$ cat config.mk
export PLATFORM = sky130hd
export DESIGN_NAME = pio_out_arbiter_flat
export DESIGN_NICKNAME = d
export VERILOG_FILES = /design/src/rtl/pio_out_arbiter_if.sv /design/src/rtl/pio_out_arbiter.sv /design/src/flat_wrapper.sv
export SDC_FILE = /design/constraint.sdc
export NUM_CORES = 1
export LEC_CHECK = 0
export BUFFER_PORTS_ARGS = -buffer_cell sky130_fd_sc_hd__buf_2
export CAP_MARGIN = 20
export CORE_MARGIN = 1
export CORE_UTILIZATION = 50
export DETAILED_ROUTE_END_ITERATION = 7
export PLACE_DENSITY = 0.8
export SYNTH_ARGS = -nofsm -noshare
export SYNTH_HDL_FRONTEND = slang
export SYNTH_SLANG_ARGS = --single-unit
$ cat constraint.sdc
create_clock -name clk_clk -period 2.7 [get_ports clk_clk]
set_clock_uncertainty 0.15 [all_clocks]
set_input_delay 0.27 -clock clk_clk [delete_from_list [all_inputs] [get_ports clk_clk]]
set_output_delay 0.27 -clock clk_clk [all_outputs]
set_load 0.01 [all_outputs]
$ cat src/rtl/pio_out_arbiter_if.sv
// Bundle of the two requester write ports and the four PIO export values.
// The arbiter connects through the slave modport. Requesters, or a bench
// standing in for them, connect through the master modport.
//
// Handshake: a requester raises rN_req with rN_sel/rN_data (and rN_lock when
// it wants to keep ownership after this beat) and holds them stable until
// the cycle in which rN_ack is 1. rN_ack is a single-cycle completion pulse,
// and by that cycle the target register already holds the new value. A
// requester may present its next beat in the cycle after the one in which
// it sees the ack.
interface pio_out_arbiter_if;
    logic        r0_req;
    logic [1:0]  r0_sel;
    logic [31:0] r0_data;
    logic        r0_lock;
    logic        r0_ack;

    logic        r1_req;
    logic [1:0]  r1_sel;
    logic [31:0] r1_data;
    logic        r1_lock;
    logic        r1_ack;

    logic [31:0] hexl_out;
    logic [31:0] hexr_out;
    logic [31:0] ledsred_out;
    logic [31:0] ledsgreen_out;
    logic [1:0]  owner;

    // Requester side: drives requests, observes acks and export values.
    modport master (
        output r0_req, r0_sel, r0_data, r0_lock,
        output r1_req, r1_sel, r1_data, r1_lock,
        input  r0_ack, r1_ack,
        input  hexl_out, hexr_out, ledsred_out, ledsgreen_out, owner
    );

    // Arbiter side.
    modport slave (
        input  r0_req, r0_sel, r0_data, r0_lock,
        input  r1_req, r1_sel, r1_data, r1_lock,
        output r0_ack, r1_ack,
        output hexl_out, hexr_out, ledsred_out, ledsgreen_out, owner
    );
endinterface

$ cat src/rtl/pio_out_arbiter.sv
// Two-requester write arbiter in front of four 32-bit PIO export registers
// (two seven-segment hex banks, red LEDs and green LEDs).
//
// One requester owns the register file at a time. Each beat takes two
// cycles. In OWNn the beat is written, and in ACKn the ack is visible and
// lock is sampled. A locked owner keeps the bus for at most MAX_BURST beats
// and then has to re-arbitrate. Contention in IDLE is settled by a
// round-robin pointer that always points away from the requester whose
// tenure ended last.
module pio_out_arbiter #(
    parameter int unsigned MAX_BURST = 4,
    parameter logic [31:0] HEX_BLANK = 32'hFFFF_FFFF
) (
    input  logic             clk_clk,
    input  logic             reset_reset_n,
    pio_out_arbiter_if.slave bus,
    output logic [2:0]       o_dbg_state
);

    typedef enum logic [2:0] {
        S_IDLE = 3'd0,
        S_OWN0 = 3'd1,
        S_ACK0 = 3'd2,
        S_OWN1 = 3'd3,
        S_ACK1 = 3'd4
    } state_t;

    localparam logic [3:0] LP_MAX_BURST = 4'(MAX_BURST);

    localparam logic [1:0] LP_OWNER_NONE = 2'b00;
    localparam logic [1:0] LP_OWNER_R0   = 2'b01;
    localparam logic [1:0] LP_OWNER_R1   = 2'b10;

    // Arbitration state. r_rr = 0 favours r0 and r_rr = 1 favours r1.
    state_t      r_state;
    logic        r_rr;
    logic [3:0]  r_beat;
    logic        r_ack0;
    logic        r_ack1;
    logic [1:0]  r_owner;

    // Export registers.
    logic [31:0] r_hexl;
    logic [31:0] r_hexr;
    logic [31:0] r_ledsred;
    logic [31:0] r_ledsgreen;

    // Write port, taken only from the current owner's inputs.
    logic        w_wr_en;
    logic [1:0]  w_wr_sel;
    logic [31:0] w_wr_data;
    logic        w_burst_left;

    // The beat counter only advances from OWN, and OWN is only re-entered
    // while the counter is below MAX_BURST. That keeps it bounded within a
    // tenure, so it never wraps.
    assign w_burst_left = (r_beat < LP_MAX_BURST);

    // Select the owner's write beat. The non-owner's inputs are never looked at.
    always_comb begin
        w_wr_en   = 1'b0;
        w_wr_sel  = 2'd0;
        w_wr_data = 32'd0;
        case (r_state)
            S_OWN0: begin
                w_wr_en   = bus.r0_req;
                w_wr_sel  = bus.r0_sel;
                w_wr_data = bus.r0_data;
            end
            S_OWN1: begin
                w_wr_en   = bus.r1_req;
                w_wr_sel  = bus.r1_sel;
                w_wr_data = bus.r1_data;
            end
            default: begin
                w_wr_en   = 1'b0;
                w_wr_sel  = 2'd0;
                w_wr_data = 32'd0;
            end
        endcase
    end

    // Arbitration FSM with registered ack and owner outputs.
    always_ff @(posedge clk_clk) begin
        if (!reset_reset_n) begin
            r_state <= S_IDLE;
            r_rr    <= 1'b0;
            r_beat  <= 4'd0;
            r_ack0  <= 1'b0;
            r_ack1  <= 1'b0;
            r_owner <= LP_OWNER_NONE;
        end else begin
            // Acks are single-cycle pulses. Only the OWN->ACK step raises one.
            r_ack0 <= 1'b0;
            r_ack1 <= 1'b0;
            case (r_state)
                S_IDLE: begin
                    r_beat <= 4'd0;
                    if (bus.r0_req && (!bus.r1_req || !r_rr)) begin
                        r_state <= S_OWN0;
                        r_owner <= LP_OWNER_R0;
                    end else if (bus.r1_req) begin
                        r_state <= S_OWN1;
                        r_owner <= LP_OWNER_R1;
                    end else begin
                        r_state <= S_IDLE;
                        r_owner <= LP_OWNER_NONE;
                    end
                end
                S_OWN0: begin
                    if (bus.r0_req) begin
                        r_state <= S_ACK0;
                        r_ack0  <= 1'b1;
                        r_beat  <= r_beat + 4'd1;
                    end else begin
                        // The owner withdrew: give up the tenure without writing.
                        r_state <= S_IDLE;
                        r_rr    <= 1'b1;
                        r_owner <= LP_OWNER_NONE;
                    end
                end
                S_ACK0: begin
                    if (bus.r0_lock && w_burst_left) begin
                        r_state <= S_OWN0;
                    end else begin
                        r_state <= S_IDLE;
                        r_rr    <= 1'b1;
                        r_owner <= LP_OWNER_NONE;
                    end
                end
                S_OWN1: begin
                    if (bus.r1_req) begin
                        r_state <= S_ACK1;
                        r_ack1  <= 1'b1;
                        r_beat  <= r_beat + 4'd1;
                    end else begin
                        r_state <= S_IDLE;
                        r_rr    <= 1'b0;
                        r_owner <= LP_OWNER_NONE;
                    end
                end
                S_ACK1: begin
                    if (bus.r1_lock && w_burst_left) begin
                        r_state <= S_OWN1;
                    end else begin
                        r_state <= S_IDLE;
                        r_rr    <= 1'b0;
                        r_owner <= LP_OWNER_NONE;
                    end
                end
                default: begin
                    r_state <= S_IDLE;
                    r_owner <= LP_OWNER_NONE;
                end
            endcase
        end
    end

    // Export registers. Reset wins over a pending write, so a reset that
    // lands on an OWN cycle aborts that beat.
    always_ff @(posedge clk_clk) begin
        if (!reset_reset_n) begin
            r_hexl      <= HEX_BLANK;
            r_hexr      <= HEX_BLANK;
            r_ledsred   <= 32'd0;
            r_ledsgreen <= 32'd0;
        end else if (w_wr_en) begin
            case (w_wr_sel)
                2'd0:    r_hexl      <= w_wr_data;
                2'd1:    r_hexr      <= w_wr_data;
                2'd2:    r_ledsred   <= w_wr_data;
                default: r_ledsgreen <= w_wr_data;
            endcase
        end
    end

    assign bus.r0_ack        = r_ack0;
    assign bus.r1_ack        = r_ack1;
    assign bus.owner         = r_owner;
    assign bus.hexl_out      = r_hexl;
    assign bus.hexr_out      = r_hexr;
    assign bus.ledsred_out   = r_ledsred;
    assign bus.ledsgreen_out = r_ledsgreen;
    assign o_dbg_state       = r_state;

endmodule

$ cat src/flat_wrapper.sv
// flat-port wrapper written by rule: the top's interface ports become plain ports
module pio_out_arbiter_flat 
#(
    parameter int unsigned MAX_BURST = 4,
    parameter logic [31:0] HEX_BLANK = 32'hFFFF_FFFF
)
  (clk_clk, reset_reset_n, o_dbg_state, bus_r0_req, bus_r0_sel, bus_r0_data, bus_r0_lock, bus_r1_req, bus_r1_sel, bus_r1_data, bus_r1_lock, bus_r0_ack, bus_r1_ack, bus_hexl_out, bus_hexr_out, bus_ledsred_out, bus_ledsgreen_out, bus_owner);
  pio_out_arbiter_if bus_i ();
  input  logic clk_clk;
  input  logic reset_reset_n;
  output logic [2:0] o_dbg_state;
  input wire logic [$bits(bus_i.r0_req)-1:0] bus_r0_req;
  input wire logic [$bits(bus_i.r0_sel)-1:0] bus_r0_sel;
  input wire logic [$bits(bus_i.r0_data)-1:0] bus_r0_data;
  input wire logic [$bits(bus_i.r0_lock)-1:0] bus_r0_lock;
  input wire logic [$bits(bus_i.r1_req)-1:0] bus_r1_req;
  input wire logic [$bits(bus_i.r1_sel)-1:0] bus_r1_sel;
  input wire logic [$bits(bus_i.r1_data)-1:0] bus_r1_data;
  input wire logic [$bits(bus_i.r1_lock)-1:0] bus_r1_lock;
  output wire logic [$bits(bus_i.r0_ack)-1:0] bus_r0_ack;
  output wire logic [$bits(bus_i.r1_ack)-1:0] bus_r1_ack;
  output wire logic [$bits(bus_i.hexl_out)-1:0] bus_hexl_out;
  output wire logic [$bits(bus_i.hexr_out)-1:0] bus_hexr_out;
  output wire logic [$bits(bus_i.ledsred_out)-1:0] bus_ledsred_out;
  output wire logic [$bits(bus_i.ledsgreen_out)-1:0] bus_ledsgreen_out;
  output wire logic [$bits(bus_i.owner)-1:0] bus_owner;
  assign bus_i.r0_req = bus_r0_req;
  assign bus_i.r0_sel = bus_r0_sel;
  assign bus_i.r0_data = bus_r0_data;
  assign bus_i.r0_lock = bus_r0_lock;
  assign bus_i.r1_req = bus_r1_req;
  assign bus_i.r1_sel = bus_r1_sel;
  assign bus_i.r1_data = bus_r1_data;
  assign bus_i.r1_lock = bus_r1_lock;
  assign bus_r0_ack = bus_i.r0_ack;
  assign bus_r1_ack = bus_i.r1_ack;
  assign bus_hexl_out = bus_i.hexl_out;
  assign bus_hexr_out = bus_i.hexr_out;
  assign bus_ledsred_out = bus_i.ledsred_out;
  assign bus_ledsgreen_out = bus_i.ledsgreen_out;
  assign bus_owner = bus_i.owner;
  pio_out_arbiter #(.MAX_BURST(MAX_BURST), .HEX_BLANK(HEX_BLANK)) u_core (.clk_clk(clk_clk), .reset_reset_n(reset_reset_n), .bus(bus_i), .o_dbg_state(o_dbg_state));
endmodule
==> results of run 1 <==
==> state kept, by name, indices dropped and copies added, names as in the netlist <==
| register | flops |
|---|---|
| u_core.bus.r0_ack | 1 |
| u_core.bus.hexr_out | 32 |
| u_core.r_beat | 4 |
| u_core.bus.ledsgreen_out | 32 |
| u_core.bus.ledsred_out | 32 |
| u_core.bus.r1_ack | 1 |
| u_core.bus.owner | 2 |
| u_core.bus.hexl_out | 32 |
| u_core.r_rr | 1 |
| u_core.o_dbg_state | 3 |
==> final cells by class <==
cell class,instances,share of cell area
inverter,65,0.0324
timing repair buffer,223,0.162
multi-input combinational,481,0.330
clock inverter,8,0.0153
tap,143,0.0238
sequential,140,0.373
clock buffer,23,0.0635
==> power groups by stage <==
| stage | clock network, mW | logic [mW] | registers [mW] |
|---|---|---|---|
| floorplan | 0 | 0.337 | 2.22 |
| global placement | 0 | 0.564 | 2.20 |
| detailed placement | 0 | 0.567 | 2.21 |
| CTS | 2.37 | 0.571 | 2.16 |
| global route | 2.48 | 0.630 | 2.17 |
| finish | 2.34 | 0.574 | 2.16 |
==> worst paths after layout <==
kind | start | end | cells after the start
setup / recovery | u_core.o_dbg_state[0]$_SDFF_PN0_ | u_core.bus.ledsgreen_out[15]$_SDFFE_PN0P_ | 6
hold / removal | bus_r0_req | u_core.bus.owner[0]$_SDFFE_PN0P_ | 3
setup reg to reg | u_core.o_dbg_state[0]$_SDFF_PN0_ | u_core.bus.ledsgreen_out[15]$_SDFFE_PN0P_ | 6
hold reg to reg | u_core.bus.hexr_out[28]$_SDFFE_PN1P_ | u_core.bus.hexr_out[28]$_SDFFE_PN1P_ | 2
==> cell families after synthesis <==
kind of cell,count (synthesis),share of synthesized area
XOR/XNOR,1,0.00150
buffers and inverters,124,0.0969
flip-flops,140,0.480
AND/OR/NAND/NOR,264,0.185
multiplexers,34,0.0583
AO/OA/AOI/OAI,181,0.176
adder cells (fa/ha/maj),1,0.00214
==> tightest hold or removal path, stage by stage <==
cell     delay [ps]
buf_2           140
nand4_1          80
nand2_1          50
==> per-stage QoR <==
| stage | power [mW] | hold slack (ps) | area [µm²] | worst slack [ps] | std cells |
|---|---|---|---|---|---|
| 6_report | 5.08 | 26.7 | 7520 | 595 | 1083 |
| 5_1_grt | 5.28 | 20.9 | 7520 | 423 | 1083 |
| 4_1_cts | 5.10 | 14.2 | 7520 | 583 | 1083 |
| 3_5_place_dp | 2.77 | 293 | 6930 | 624 | 1052 |
| 3_3_place_gp | 2.77 | 290 | 6930 | 669 | 1052 |
| 2_1_floorplan | 2.56 | 257 | 5840 | 787 | 745 |
==> metal layers <==
| metal | track usage | part of all wire | vias to the layer above | routed length (µm) |
|---|---|---|---|---|
| met5 | 0 | 0 | - | 0 |
| met4 | 0.119 | 0.024 | 0 | 396 |
| met3 | 0.0782 | 0.084 | 32 | 1370 |
| met2 | 0.387 | 0.44 | 212 | 7130 |
| met1 | 0.380 | 0.45 | 2521 | 7430 |
| li1 | - | - | 2828 | - |
==> layout by cell type (no fill, tap or decap), types with 2 or more instances in the layout <==
master and count:
a21oi_1 4, buf_4 11, nand3_1 3, clkbuf_16 17, or3_1 4, dfxtp_1 139, nor3b_1 2, a31oi_1 64
or3b_1 3, buf_2 207, mux2i_1 34, nand2b_1 4, clkbuf_8 3, a211oi_4 2, nor2_1 103, a211o_2 2
o21ai_0 102, buf_12 5, nand3b_1 4, clkbuf_1 3, clkinv_2 5, inv_1 65, bufinv_16 3, and3_1 2
nand2_1 133
==> flow_metrics.tcl, run 1 <==
set metrics [dict create \
    fill_cells 1038 \
    place_congestion 0.860 \
    antenna_cells 0 \
    synth-edff-count 0 \
    synthFlopType "dfxtp_1" \
    multiInputGateArea_um2 2490 \
    syn_avg_cell_area_um2 7.83 \
    p_per_area_nw_per_um2 675 \
    status "finished clean" \
    track_usage 0.272 \
    core_area_um2 11400 \
    comb_power_share 0.113 \
    p_int_mw 3.85 \
    drt_iter0_markers 662 \
    synth_nets 820 \
    clkPwrFrac 0.461 \
    antenna_found_initial 0 \
    clk_path_buf_depth 2 \
    period_share 0.780 \
    p_sw_frac 0.242 \
    rows 39 \
    synth_top_area_frac 0.480 \
    yosysMostFrequentCell "dfxtp_1" \
    wl_per_cell_um 15.1 \
    max_stage_delay_ps 490 \
    io_buffer_count 208 \
    async_flop_share 0 \
    final.min_clock_period_ps 2110 \
    fmax_mhz 475 \
    cts_root_buf "clkbuf_16" \
    drive_gt1_frac 0.273 \
    yosysWarningCount 0 \
    via_count 5593 \
    finalSetupViolations 0 \
    dpl.hpwl_mm 11.5 \
    hold_viol 0 \
    slew_violations 0 \
    rsz0062_at_grt "no" \
    cts.sinks 140 \
    ctsHoldBuffers 0 \
    grt_pass1_wl_mm 24.8 \
    hold_path_class "input port to flop" \
    cp-start-kind "flop" \
    cts_tree "done" \
    ys_ff_latch 140 \
    ant_nets 0 \
    ios 209 \
    cts_resized 0 \
    start_util 0.511 \
    wirelength_mm 16.3 \
    num-nets-final 1003 \
    critical_path_class "flop to flop" \
    arrival_ps 2280 \
    crit_family "buffers and inverters" \
    peakVddDrop_mv 0.521 \
    p_switching_mw 1.23 \
    die_h_um 110 \
    htree_levels 4 \
    critPathMaxFanout 64 \
    tightest_slew_ps 740 \
    crit_path_top_delay_cell "dfxtp_1" \
    clkSlewWorstSetupHoldPaths_ps 60 \
    synth_cells 745 \
    synthTopCellsByArea "dfxtp_1, o21ai_0, nand2_1" \
    synth_common_cells "dfxtp_1, nand2_1, nor2_1" \
    firstDrtPassIters 6 \
    grt_max_degree 65 \
    reg2reg_slack_ps 590 \
    critPathBufInv 2 \
    cts_setup_buffers 0 \
    cts_made_buffers 17 \
    required_ps 2870 \
    syn_area_um2 5840 \
    grt_overflow_total 0 \
    seqPwrFrac 0.426 \
    yosysUniqueCellTypes 36 \
    max_slew_margin 0.492 \
    area_delta_synth_final_pct 28.9 \
    clk_latency_ps 410 \
    crit_path_cell_trace "nand2b_1 -> buf_4 -> a211oi_4 -> buf_12 -> nand2_1 -> o21ai_0" \
    end_kind "flop" \
    first_global_vias 4830 \
    viasPerCell 5.16 \
    synth.yosys.seq_area_share 0.480 \
    regArea_um2 2800 \
    dieArea_um2 12100 \
    drc 0 \
    synth_top_area_cell "dfxtp_1" \
    setup-tns-final_ps 0 \
    leakage_nw 3.64 \
    utilization 0.659 \
    drv_cap 0 \
    die_x_um 110 \
]
Power figures use the tool's default switching activity.
==> run 2, diff against run 1 <==
Clock period 2.7 ns to 2.1 ns, I/O delays scaled along.
==> flow_metrics.tcl, run 2 (synthesized netlist as in run 1, its figures left out) <==
set metrics [dict create \
    via_count 5721 \
    status "finished clean" \
    rows 39 \
    area_delta_synth_final_pct 29.8 \
    num-nets-final 1007 \
    drt_iter0_markers 610 \
    hold_path_class "input port to flop" \
    required_ps 2240 \
    final_common_cell "buf_2" \
    cts.sinks 140 \
    cts_made_buffers 17 \
    critPathBufInv 1 \
    cts_tree "done" \
    wl_per_cell_um 15.3 \
    clk_latency_ps 420 \
    track_usage 0.271 \
    antenna_cells 0 \
    place_ws_ps 177 \
    start_util 0.511 \
    firstDrtPassIters 6 \
    period_share 0.941 \
    p_int_mw 4.81 \
    viasPerCell 5.26 \
    final_cell_mix "buf_2, dfxtp_1, nand2_1" \
    clkSlewWorstSetupHoldPaths_ps 60 \
    max_slew_margin 0.658 \
    drive_gt1_frac 0.276 \
    dpl.hpwl_mm 11.4 \
    drv_cap 0 \
    rsz0062_at_grt "no" \
    clk_path_buf_depth 2 \
    crit_path_cell_trace "buf_4 -> mux2i_1 -> o21ai_0 -> nor2_1 -> a31oi_1" \
    p_sw_frac 0.261 \
    regArea_um2 2800 \
    first_global_vias 4732 \
    htree_levels 4 \
    comb_power_share 0.117 \
    end_kind "flop" \
    die_x_um 110 \
    grt_pass1_wl_mm 24.7 \
    place_congestion 0.917 \
    setup_ws_ps 124 \
    grt_overflow_total 0 \
    cts_root_buf "clkbuf_16" \
    cp-start-kind "flop" \
    fmax_mhz 506 \
    hold_viol 0 \
    drc 0 \
    clkPwrFrac 0.456 \
    ant_nets 0 \
    cts_resized 0 \
    antenna_found_initial 0 \
    seqPwrFrac 0.427 \
    p_per_area_nw_per_um2 860 \
    grt_max_degree 109 \
    peakVddDrop_mv 0.651 \
    fill_cells 971 \
    die_h_um 110 \
    critPathMaxFanout 17 \
    dieArea_um2 12100 \
    io_buffer_count 208 \
    leakage_nw 3.64 \
    crit_family "flip-flops" \
    ios 209 \
    slew_violations 0 \
    fin_hold_ws_ps 79.0 \
    core_area_um2 11400 \
    critical_path_class "flop to flop" \
    max_stage_delay_ps 500 \
    multiInputGateArea_um2 2490 \
    p_switching_mw 1.70 \
    finalSetupViolations 0 \
    setup-tns-final_ps 0 \
    arrival_ps 2120 \
    final.min_clock_period_ps 1980 \
    wirelength_mm 16.6 \
    power.total_mw 6.52 \
    crit_path_top_delay_cell "dfxtp_2" \
    tightest_slew_ps 512 \
]
-- run 2: changes by cell type in the layout (fill, tap and decap cells not counted), sizes merged --
cell         before  now
clkinvlp          0    5
clkinv            5    1
inv              65   69
clkbuf           23   20
buf             223  225
dlygate4sd3       0    2
bufinv            3    2
-- run 2: worst register-to-register path: cells and delay by family (launching register included) --
kind / cells / cell delay, ps
buffers and inverters: 1 / 350
muxes: 1 / 450
DFF: 1 / 500
AOI/OAI and AO/OA: 2 / 250
and+or+nand+nor: 1 / 150
-- run 2: through the flow --
step,utilization,instance area (µm²),std cells
after floorplan,-,5840,745
after global placement,0.611,6970,1054
after detailed placement,0.611,6970,1054
after CTS,0.663,7580,1088
after global routing,0.663,7580,1088
final,0.663,7580,1088
-- run 2: layout make-up --
class | instances | area share
clock buffer | 20 | 0.0590
multi-input combinational | 481 | 0.328
tap | 143 | 0.0236
inverter | 65 | 0.0322
sequential | 140 | 0.370
clock inverter | 12 | 0.0182
timing repair buffer | 227 | 0.169
-- run 2: what timing repair did --
| item | in CTS | in global routing |
|---|---|---|
| buffers inserted | 0 | 0 |
| hold buffers | 2 | 0 |
| hold endpoints to repair | 5 | 0 |
-- run 2: final timing paths --
kind                                              from                                 endpoint  slack (ps)  depth (start not counted)
setup reg to reg      u_core.o_dbg_state[1]$_SDFF_PN0_     u_core.bus.hexl_out[14]$_SDFFE_PN1P_         120                          5
hold reg to reg   u_core.bus.hexr_out[22]$_SDFFE_PN1P_     u_core.bus.hexr_out[22]$_SDFFE_PN1P_         300                          2
setup / recovery      u_core.o_dbg_state[1]$_SDFF_PN0_     u_core.bus.hexl_out[14]$_SDFFE_PN1P_         120                          5
hold / removal                         bus_r0_data[29]  u_core.bus.ledsred_out[29]$_SDFFE_PN0P_          80                          5
-- run 2: power groups by stage --
stage | clock (mW) | sequential, mW | combinational (mW)
5_1_grt | 3.12 | 2.79 | 0.828
6_report | 2.97 | 2.78 | 0.765
2_1_floorplan | 0 | 2.86 | 0.433
4_1_cts | 2.99 | 2.78 | 0.761
3_3_place_gp | 0 | 2.84 | 0.750
3_5_place_dp | 0 | 2.84 | 0.753
-- run 2: metal layers --
metal,wire length (µm),track usage,vias up,part of all wire
li1,-,-,2827,-
met3,970,0.0564,41,0.058
met2,7210,0.379,228,0.43
met5,0,0,-,0
met1,7860,0.395,2625,0.47
met4,557,0.130,0,0.034
==> run 3, diff against run 2 <==
Settings changed: REMOVE_ABC_BUFFERS set to 1, SKIP_LAST_GASP set to 1.
==> flow_metrics.tcl, run 3 (synthesized netlist as in run 1, its figures left out) <==
set metrics [dict create \
    status "finished clean" \
    regArea_um2 2800 \
    grt_pass1_wl_mm 23.8 \
    rows 39 \
    die_x_um 110 \
    startpoint "u_core.o_dbg_state[1]$_SDFF_PN0_" \
    grt.met1_usage 0.310 \
    drt_iter0_markers 432 \
    finalSetupViolations 0 \
    fin_cells 1091 \
    cts_made_buffers 17 \
    fill_cells 987 \
    num-nets-final 1010 \
    io_buffer_count 208 \
    clkSlewWorstSetupHoldPaths_ps 60 \
    drive_gt1_frac 0.281 \
    grt_max_degree 103 \
    start_util 0.511 \
    area_delta_synth_final_pct 29.5 \
    max_slew_margin 0.740 \
    cp-start-kind "flop" \
    dpl.hpwl_mm 10.1 \
    wl_per_cell_um 14.1 \
    final_cell_mix "buf_2, dfxtp_1, nand2_1" \
    die_h_um 110 \
    comb_power_share 0.116 \
    grt_overflow_total 0 \
    seqPwrFrac 0.435 \
    power.total_mw 6.37 \
    dpl.cell_count 1057 \
    clk_latency_ps 410 \
    rsz0062_at_grt "no" \
    viasPerCell 5.17 \
    busiest_layer "met2" \
    via_count 5642 \
    ios 209 \
    fin_hold_ws_ps 57.2 \
    leakage_nw 3.64 \
    critical_path_class "flop to flop" \
    htree_levels 4 \
    tightest_slew_ps 378 \
    required_ps 2230 \
    fmax_mhz 517 \
    setup_ws_ps 166 \
    slew_violations 0 \
    end_kind "flop" \
    final.min_clock_period_ps 1930 \
    ant_nets 0 \
    antenna_found_initial 0 \
    p_int_mw 4.66 \
    period_share 0.921 \
    first_global_vias 4990 \
    drv_cap 0 \
    cts_tree "done" \
    cts_root_buf "clkbuf_16" \
    wirelength_mm 15.4 \
    critPathMaxFanout 24 \
    p_sw_frac 0.268 \
    hold_viol 0 \
    cts.sinks 140 \
    peakVddDrop_mv 0.486 \
    reg2reg_slack_ps 170 \
    track_usage 0.257 \
    hp-start "bus_r0_data[22]" \
    place_congestion 0.789 \
    final_common_cell "buf_2" \
    r2r_start "u_core.o_dbg_state[1]$_SDFF_PN0_" \
    p_switching_mw 1.71 \
    clkPwrFrac 0.448 \
    hold_path_class "input port to flop" \
    place_ws_ps 217 \
    antenna_cells 0 \
    grt_use_met2 0.435 \
    multiInputGateArea_um2 2490 \
    clk_path_buf_depth 2 \
    core_area_um2 11400 \
    arrival_ps 2070 \
    utilization 0.662 \
    use_met3 0.0623 \
    p_per_area_nw_per_um2 843 \
    drc 0 \
    dieArea_um2 12100 \
    firstDrtPassIters 5 \
]
==> run 3: cell types whose count changed in the layout (fill, tap and decap cells not counted), sizes merged <==
| cell | delta |
|---|---|
| buf | +3 |
| bufinv | -1 |
| clkbuf | -2 |
| clkinv | +2 |
| inv | +1 |
==> run 3: cell type report <==
type	count	area share
multi-input cells	481	0.329
inverters	65	0.0323
flip-flops and latches	140	0.371
repair buffers	230	0.169
well taps	143	0.0237
clock buffers	18	0.0568
clock inverters	14	0.0177
==> run 3: metrics by stage <==
step / TNS (ps) / cell area, µm²
floorplan: -250760 / 5520
global placement: 0 / 6970
detailed placement: 0 / 6970
CTS: 0 / 7550
global route: 0 / 7560
finish: 0 / 7560
==> run 3: power groups by stage <==
stage,Combinational (mW),Clock [mW],Sequential (mW)
finish,0.741,2.86,2.77
global route,0.822,3.01,2.78
CTS,0.739,2.88,2.77
detailed placement,0.730,0,2.83
global placement,0.724,0,2.83
floorplan,0.323,0,2.89
==> run 3: final timing paths <==
kind | end | depth (start not counted)
max | u_core.bus.hexl_out[20]$_SDFFE_PN1P_ | 5
min | u_core.bus.ledsred_out[22]$_SDFFE_PN0P_ | 5
max reg2reg | u_core.bus.hexl_out[20]$_SDFFE_PN1P_ | 5
min reg2reg | u_core.bus.hexl_out[19]$_SDFFE_PN1P_ | 2
==> run 3: timing repair <==
action,CTS,global route
buffers inserted,0,0
setup endpoints to repair,0,1
hold endpoints to repair,4,0
hold buffers,2,0
resized for setup,0,1
==> run 3: metal layers <==
layer | vias to the layer above | wire length (µm)
li1 | 2855 | -
met1 | 2546 | 6590
met2 | 223 | 7320
met3 | 18 | 1280
met4 | 0 | 228
met5 | - | 0
==> run 3: worst max-delay path: stages (launching register included) <==
cell,delay [ps]
dfxtp_2,430
or3b_1,380
a211o_2,460
buf_12,220
nor2_1,100
a31oi_1,50
